### src/rtl/chan_err_inj_pkg.sv
// Shared types, constants and helpers for the channel error injector.
package chan_inj_pkg;

  typedef enum logic [1:0] {
    MODE_OFF      = 2'd0,
    MODE_PERIODIC = 2'd1,
    MODE_RANDOM   = 2'd2,
    MODE_ONESHOT  = 2'd3
  } mode_e;

  typedef enum logic [1:0] {
    ST_CLEAN = 2'd0,
    ST_BURST = 2'd1,
    ST_DONE  = 2'd2
  } state_e;

  // Galois taps for x^16+x^14+x^13+x^11+1 in right-shift form.
  localparam logic [15:0] LFSR_TAPS    = 16'hB400;
  localparam logic [15:0] DEFAULT_SEED = 16'hACE1;

  // Number of set bits in a 16-bit word.
  function automatic logic [4:0] popcount16(input logic [15:0] v);
    logic [4:0] n;
    n = '0;
    for (int i = 0; i < 16; i++) n = n + 5'(v[i]);
    return n;
  endfunction

  // 32-bit add that sticks at all-ones instead of wrapping.
  function automatic logic [31:0] sat_add32(input logic [31:0] a, input logic [31:0] b);
    logic [32:0] s;
    s = {1'b0, a} + {1'b0, b};
    return s[32] ? 32'hFFFF_FFFF : s[31:0];
  endfunction

endpackage

### src/rtl/chan_err_inj_if.sv
// Symbol stream, control and statistics bundle of the channel error injector.
interface chan_err_inj_if #(
  parameter int W         = 2,
  parameter int MAX_BURST = 8
);
  localparam int BLW = $clog2(MAX_BURST + 1);

  logic [1:0]     mode_i;
  logic [BLW-1:0] burst_len_i;
  logic [7:0]     rate_i;
  logic           inj_i;
  logic           valid_i;
  logic [W-1:0]   sym_i;
  logic           valid_o;
  logic [W-1:0]   sym_o;
  logic [W-1:0]   err_o;
  logic [31:0]    sym_ct_o;
  logic [31:0]    err_sym_ct_o;
  logic [31:0]    err_bit_ct_o;
  logic           window_done_o;

  // Driver side: encoder plus control software.
  modport master (
    output mode_i, burst_len_i, rate_i, inj_i, valid_i, sym_i,
    input  valid_o, sym_o, err_o, sym_ct_o, err_sym_ct_o, err_bit_ct_o, window_done_o
  );

  // Injector side.
  modport slave (
    input  mode_i, burst_len_i, rate_i, inj_i, valid_i, sym_i,
    output valid_o, sym_o, err_o, sym_ct_o, err_sym_ct_o, err_bit_ct_o, window_done_o
  );
endinterface

### src/rtl/chan_err_inj_lfsr16.sv
// 16-bit Galois LFSR that advances one step per enabled cycle.
module lfsr16
  import chan_inj_pkg::*;
#(
  parameter logic [15:0] SEED = DEFAULT_SEED
) (
  input  logic        clk,
  input  logic        rst,
  input  logic        en,
  output logic [15:0] state
);
  // An all-zero seed would lock the register, so it falls back to the default.
  localparam logic [15:0] SEED_EFF = (SEED == 16'h0) ? DEFAULT_SEED : SEED;

  // Shift right, folding the taps in when a one drops out of the LSB.
  always_ff @(posedge clk) begin
    if (rst)     state <= SEED_EFF;
    else if (en) state <= {1'b0, state[15:1]} ^ (state[0] ? LFSR_TAPS : 16'h0);
  end
endmodule

### src/rtl/chan_err_inj.sv
// Channel error injector: one register stage that corrupts selected symbols
// in bursts and keeps error statistics over a measurement window.
module chan_err_inj
  import chan_inj_pkg::*;
#(
  parameter int          W           = 2,
  parameter int          PERIOD_LOG2 = 5,
  parameter int          MAX_BURST   = 8,
  parameter int          WINDOW      = 256,
  parameter logic [15:0] SEED        = 16'hACE1
) (
  input logic           clk,
  input logic           rst,
  chan_err_inj_if.slave bus
);
  localparam int          BLW     = $clog2(MAX_BURST + 1);
  localparam bit          WIN_EN  = (WINDOW != 0);
  localparam logic [31:0] LAST_CT = 32'(WINDOW - 1);

  state_e         state_q, state_d;
  logic [BLW-1:0] rem_q, rem_d;
  logic           pend_q;
  logic [15:0]    lfsr_q;
  logic           valid_q;
  logic [W-1:0]   sym_q, err_q;
  logic [31:0]    sym_ct_q, err_sym_ct_q, err_bit_ct_q;

  logic [BLW-1:0] blen;
  logic [W-1:0]   mask_raw, mask, err_d;
  logic           trig, hit;

  lfsr16 #(.SEED(SEED)) u_lfsr (
    .clk   (clk),
    .rst   (rst),
    .en    (bus.valid_i),
    .state (lfsr_q)
  );

  // Effective burst length, trigger condition and the mask for this symbol.
  always_comb begin
    // NOTE: every variable gets a default before any branch so no latch is inferred.
    blen = bus.burst_len_i;
    if (blen == '0)                    blen = BLW'(1);
    else if (blen > BLW'(MAX_BURST))   blen = BLW'(MAX_BURST);

    mask_raw = W'(lfsr_q >> (16 - W));
    mask     = (mask_raw == '0) ? W'(1) : mask_raw;

    trig = 1'b0;
    case (mode_e'(bus.mode_i))
      MODE_PERIODIC: trig = &sym_ct_q[PERIOD_LOG2-1:0];
      MODE_RANDOM:   trig = (lfsr_q[7:0] < bus.rate_i);
      MODE_ONESHOT:  trig = pend_q | bus.inj_i;
      default:       trig = 1'b0;
    endcase
  end

  // Burst FSM next state; only consumed when a symbol is accepted.
  always_comb begin
    state_d = state_q;
    rem_d   = rem_q;
    hit     = 1'b0;
    case (state_q)
      ST_CLEAN: begin
        if (trig) begin
          hit = 1'b1;
          if (blen != BLW'(1)) begin
            rem_d   = blen - BLW'(1);
            state_d = ST_BURST;
          end
        end
      end
      ST_BURST: begin
        if (mode_e'(bus.mode_i) == MODE_OFF) begin
          state_d = ST_CLEAN;
        end else begin
          hit   = 1'b1;
          rem_d = rem_q - BLW'(1);
          if (rem_q == BLW'(1)) state_d = ST_CLEAN;
        end
      end
      default: ;
    endcase
    // The window-completing symbol is still processed, then everything freezes.
    if (WIN_EN && state_q != ST_DONE && sym_ct_q == LAST_CT) state_d = ST_DONE;
    err_d = hit ? mask : '0;
  end

  // Registered outputs, FSM state, one-shot latch and statistics counters.
  always_ff @(posedge clk) begin
    // NOTE: sequential state uses non-blocking assignments so every register
    // sees the pre-edge values of the others.
    if (rst) begin
      state_q      <= ST_CLEAN;
      rem_q        <= '0;
      pend_q       <= 1'b0;
      valid_q      <= 1'b0;
      sym_q        <= '0;
      err_q        <= '0;
      sym_ct_q     <= '0;
      err_sym_ct_q <= '0;
      err_bit_ct_q <= '0;
    end else begin
      valid_q <= bus.valid_i;
      if (bus.valid_i) begin
        state_q <= state_d;
        rem_q   <= rem_d;
        pend_q  <= 1'b0;
        sym_q   <= bus.sym_i ^ err_d;
        err_q   <= err_d;
        if (state_q != ST_DONE) begin
          sym_ct_q     <= sat_add32(sym_ct_q, 32'd1);
          err_sym_ct_q <= sat_add32(err_sym_ct_q, 32'(|err_d));
          err_bit_ct_q <= sat_add32(err_bit_ct_q, 32'(popcount16(16'(err_d))));
        end
      end else if (bus.inj_i) begin
        pend_q <= 1'b1;
      end
    end
  end

  assign bus.valid_o       = valid_q;
  assign bus.sym_o         = sym_q;
  assign bus.err_o         = err_q;
  assign bus.sym_ct_o      = sym_ct_q;
  assign bus.err_sym_ct_o  = err_sym_ct_q;
  assign bus.err_bit_ct_o  = err_bit_ct_q;
  assign bus.window_done_o = (state_q == ST_DONE);

endmodule

### src/flat_wrapper.sv
// flat-port wrapper written by rule: the top's interface ports become plain ports
module chan_err_inj_flat import chan_inj_pkg::*;
#(
  parameter int          W           = 2,
  parameter int          PERIOD_LOG2 = 5,
  parameter int          MAX_BURST   = 8,
  parameter int          WINDOW      = 256,
  parameter logic [15:0] SEED        = 16'hACE1
)
  (clk, rst, bus_mode_i, bus_burst_len_i, bus_rate_i, bus_inj_i, bus_valid_i, bus_sym_i, bus_valid_o, bus_sym_o, bus_err_o, bus_sym_ct_o, bus_err_sym_ct_o, bus_err_bit_ct_o, bus_window_done_o);
  chan_err_inj_if #(.W(W), .MAX_BURST(MAX_BURST)) bus_i ();
  input logic clk;
  input logic rst;
  input wire logic [$bits(bus_i.mode_i)-1:0] bus_mode_i;
  input wire logic [$bits(bus_i.burst_len_i)-1:0] bus_burst_len_i;
  input wire logic [$bits(bus_i.rate_i)-1:0] bus_rate_i;
  input wire logic [$bits(bus_i.inj_i)-1:0] bus_inj_i;
  input wire logic [$bits(bus_i.valid_i)-1:0] bus_valid_i;
  input wire logic [$bits(bus_i.sym_i)-1:0] bus_sym_i;
  output wire logic [$bits(bus_i.valid_o)-1:0] bus_valid_o;
  output wire logic [$bits(bus_i.sym_o)-1:0] bus_sym_o;
  output wire logic [$bits(bus_i.err_o)-1:0] bus_err_o;
  output wire logic [$bits(bus_i.sym_ct_o)-1:0] bus_sym_ct_o;
  output wire logic [$bits(bus_i.err_sym_ct_o)-1:0] bus_err_sym_ct_o;
  output wire logic [$bits(bus_i.err_bit_ct_o)-1:0] bus_err_bit_ct_o;
  output wire logic [$bits(bus_i.window_done_o)-1:0] bus_window_done_o;
  assign bus_i.mode_i = bus_mode_i;
  assign bus_i.burst_len_i = bus_burst_len_i;
  assign bus_i.rate_i = bus_rate_i;
  assign bus_i.inj_i = bus_inj_i;
  assign bus_i.valid_i = bus_valid_i;
  assign bus_i.sym_i = bus_sym_i;
  assign bus_valid_o = bus_i.valid_o;
  assign bus_sym_o = bus_i.sym_o;
  assign bus_err_o = bus_i.err_o;
  assign bus_sym_ct_o = bus_i.sym_ct_o;
  assign bus_err_sym_ct_o = bus_i.err_sym_ct_o;
  assign bus_err_bit_ct_o = bus_i.err_bit_ct_o;
  assign bus_window_done_o = bus_i.window_done_o;
  chan_err_inj #(.W(W), .PERIOD_LOG2(PERIOD_LOG2), .MAX_BURST(MAX_BURST), .WINDOW(WINDOW), .SEED(SEED)) u_core (.clk(clk), .rst(rst), .bus(bus_i));
endmodule
### config.mk
export PLATFORM = sky130hd
export DESIGN_NAME = chan_err_inj_flat
export DESIGN_NICKNAME = d
export VERILOG_FILES = /design/src/rtl/chan_err_inj_pkg.sv /design/src/rtl/chan_err_inj_if.sv /design/src/rtl/chan_err_inj_lfsr16.sv /design/src/rtl/chan_err_inj.sv /design/src/flat_wrapper.sv
export SDC_FILE = /design/constraint.sdc
export NUM_CORES = 1
export LEC_CHECK = 0
export CAP_MARGIN = 20
export CELL_PAD_IN_SITES_DETAIL_PLACEMENT = 1
export CELL_PAD_IN_SITES_GLOBAL_PLACEMENT = 2
export CORE_ASPECT_RATIO = 0.8
export CORE_MARGIN = 3
export CORE_UTILIZATION = 29
export CTS_BUF_LIST = sky130_fd_sc_hd__clkbuf_2 sky130_fd_sc_hd__clkbuf_4 sky130_fd_sc_hd__clkbuf_8
export CTS_CLUSTER_DIAMETER = 40
export DETAILED_ROUTE_END_ITERATION = 8
export PLACE_DENSITY = 0.74
export REMOVE_ABC_BUFFERS = 1
export SYNTH_ARGS = -nofsm -noshare
export SYNTH_HDL_FRONTEND = slang
export SYNTH_HIERARCHICAL = 1
export SYNTH_SLANG_ARGS = --single-unit
### constraint.sdc
create_clock -name clk -period 3.17 [get_ports clk]
set_input_delay 0.317 -clock clk [delete_from_list [all_inputs] [get_ports clk]]
set_output_delay 0.317 -clock clk [all_outputs]
set_load 0.02 [all_outputs]
==> impl_metrics.json <==
{
  "maxSlewHeadroom_pct": 57.2,
  "start_util_pct": 30.2,
  "drc": 0,
  "tritoncts": "built",
  "cp-startpoint": "bus_rate_i[4]",
  "report.power.total_uw": 3360,
  "p_leak_uw": 0.00313,
  "cts.hold.buffers_added": 0,
  "die_area_um2": 23800,
  "startpoint_class": "primary input",
  "critical-path-top-delay-family": "compound AO/OA/AOI/OAI gates",
  "cells_along_the_critical_path": "clkdlybuf4s50_1 -> inv_1 -> ha_2 -> a211o_1 -> o211ai_1 -> o311a_4 -> o21ai_4 -> fa_2 -> inv_2 -> ha_4 -> and3_4 -> nand4_1 -> nor3_4 -> buf_6 -> nand2_8 -> buf_6 -> a21oi_1",
  "layout.cells.non_filler": 1179,
  "buffers_inverters_on_critical_path": 5,
  "io-pin-count": 122,
  "clk_root_buffer_cell": "clkbuf_8",
  "synthCells": 731,
  "netlist.top_cell.by_area": "dfxtp_1",
  "cts_buffers": 17,
  "placed_cell_area_um2": 8110,
  "synth.ff_latch_count": 124,
  "num-nets-final": 935,
  "cp-end-kind": "register",
  "dpl.hpwl_mm": 14.9,
  "critPathMaxStageDelay_ns": 0.45,
  "synth_commonest_cells": "dfxtp_1 (124), a21oi_1 (74), nor2_1 (49)",
  "post_synthesis_instance_area_um2": 6370,
  "tightest_slew_ns": 0.634,
  "clk_transition_reported_paths_ns": 0.09,
  "power.ir.vdd_worst_mv": 0.275,
  "setup.worst_path.class": "primary input to register",
  "period_needed_ns": 3.16,
  "latest_clock_arrival_within_the_worst_skew_pair_ns": 0.44,
  "vias_per_cell": 5.30,
  "cts.sinks": 124,
  "wl_per_cell_um": 18.2,
  "critical_path_arrival_ns": 3.52,
  "wire_length_of_the_first_global_routing_pass_mm": 34.5,
  "grt_antenna_before_repair": 0,
  "ys_dominant_reg_cell": "dfxtp_1",
  "drt-pass1-iter-count": 6,
  "gpl.final_weighted_congestion": 0.798,
  "unrepaired_setup_endpoints_after_global_routing": "true",
  "critical_path.reg2reg.startpoint": "u_core/u_lfsr/state[1]",
  "layout.filler_cells": 2425,
  "timing.max_cap.violations": 0,
  "cts_htree_levels": 4,
  "dominant_cell_by_count_in_the_synthesized_netlist": "dfxtp_1",
  "synthDistinctLibCells": 69,
  "outcome": "complete, no violations",
  "critical_path_required_ns": 3.54,
  "hold_path.class": "primary input to register",
  "timing.fmax_mhz": 317,
  "fp.dieW_um": 172,
  "port_buffers": 121,
  "finish.instance_area_um2": 8940,
  "crit_path_max_fanout": 6,
  "ys_warn_count": 6,
  "antenna_cells_inserted": 0,
  "placed_cells_incl_taps": 1140,
  "utilization_pct": 42.4,
  "grt_pass1_vias": 6605,
  "p_per_area_nw_per_um2": 375,
  "fp.dieH_um": 139,
  "synthDominantCellAreaShare_pct": 39.0,
  "synth_enable_flop_cells": 0,
  "routed_wirelength_mm": 21.4,
  "final_hold_viol_count": 0,
  "yosysSeqAreaShare_pct": 39.0,
  "vias": 6244,
  "per_instance_average_area_after_synthesis_um2": 8.71,
  "async_reset_ff_share_pct": 0,
  "worst_hold_startpoint": "rst",
  "timing.clock.skew_ns": 0.0166,
  "area_growth_syn_to_layout_pct": 40.5,
  "grt_start_max_net_pins": 50,
  "setup_total_negative_slack_ns": 0,
  "report.final.setup_viol": 0,
  "drt.antenna.violating_nets": 0,
  "core_area_um2": 21100,
  "critPathSlowestCell": "clkdlybuf4s50_1",
  "layout-drive-gt1-share_pct": 19.2,
  "clock_path_buffers": 2,
  "final.period_utilization_pct": 99.5,
  "crit_top_cell": "buf_6",
  "gr-usage-all-layers_pct": 17.7,
  "synth_area_leaders": "dfxtp_1 (39%), a21oi_1 (5.8%), xnor2_1 (5.6%)",
  "fp-row-count": 47,
  "initial_detailed_routing_violation_count": 230,
  "finalMaxSlewViolations": 0,
  "globalRoute.totalOverflow": 0
}
layout make-up:
class                   count  area [um^2]  share of cell area (%)
well taps                 269          337                    3.76
repair buffers            183         1730                    19.3
clock buffers              18          248                    2.77
flip-flops and latches    124         2490                    27.8
inverters                  36          135                    1.51
clock inverters            13          143                    1.59
multi-input cells         536         3870                    43.3
layout by cell type (no fill, tap or decap), drive strengths merged, types with 28 or more instances in the layout:
cell type	n
buf	63
nor2	49
dfxtp	124
nor3	33
inv	37
nand2	36
a21oi	74
clkdlybuf4s50	117
nand4	30
xnor2	41
nand3	28
report_power, final:
group	switching, uW	internal (uW)
clock	698	718
combinational	178	154
sequential	21.6	1590
registers in the layout, summed over array words and instances (netlist names):
name and flops:
u_core/bus.err_o 2, u_core/bus.valid_o 1, u_core/bus.err_bit_ct_o 32, u_core/state_q 2
u_core/pend_q 1, u_core/rem_q 4, u_core/bus.sym_o 2, u_core/bus.sym_ct_o 32
u_core/u_lfsr/state 16, u_core/bus.err_sym_ct_o 32
layer usage:
metal | part of all wire, % | GRT usage, % | vias to the layer above
li1 | - | - | 3016
met1 | 47 | 23.4 | 3108
met2 | 48 | 29.1 | 109
met3 | 4.3 | 4.27 | 11
met4 | 0.74 | 4.23 | 0
met5 | 0 | 0 | -
path summary, 6_finish.rpt:
path	cells past startpoint	endpoint	slack, ns
worst max register to register	15	u_core/bus.err_bit_ct_o[14]	0.03
worst min-delay path	2	u_core/bus.err_sym_ct_o[20]	0.37
worst min register to register	2	u_core/bus.err_o[0]	0.47
worst max-delay path	17	u_core/bus.err_bit_ct_o[14]	0.01
cell families after synthesis:
family | share of synthesized area, %
AND/OR/NAND/NOR | 26.2
AO/OA/AOI/OAI | 16.5
flip-flops | 39.0
buffers and inverters | 5.25
XOR/XNOR | 8.53
adder cells (fa/ha/maj) | 3.46
multiplexers | 1.10
through the flow:
step	hold WS, ns	worst slack [ns]
finish	0.370	0.0146
global route	0.372	-0.125
CTS	0.348	0.00498
detailed placement	0.458	-0.770
global placement	0.447	-0.745
floorplan	0.382	-0.355
timing repair:
action,4_1_cts,5_1_grt
hold endpoints to repair,0,0
setup endpoints to repair,64,61
pin swaps,15,9
cloned,1,1
buffers inserted,5,1
resized for setup,35,46
Note: power is estimated with default switching activity, not from simulation.
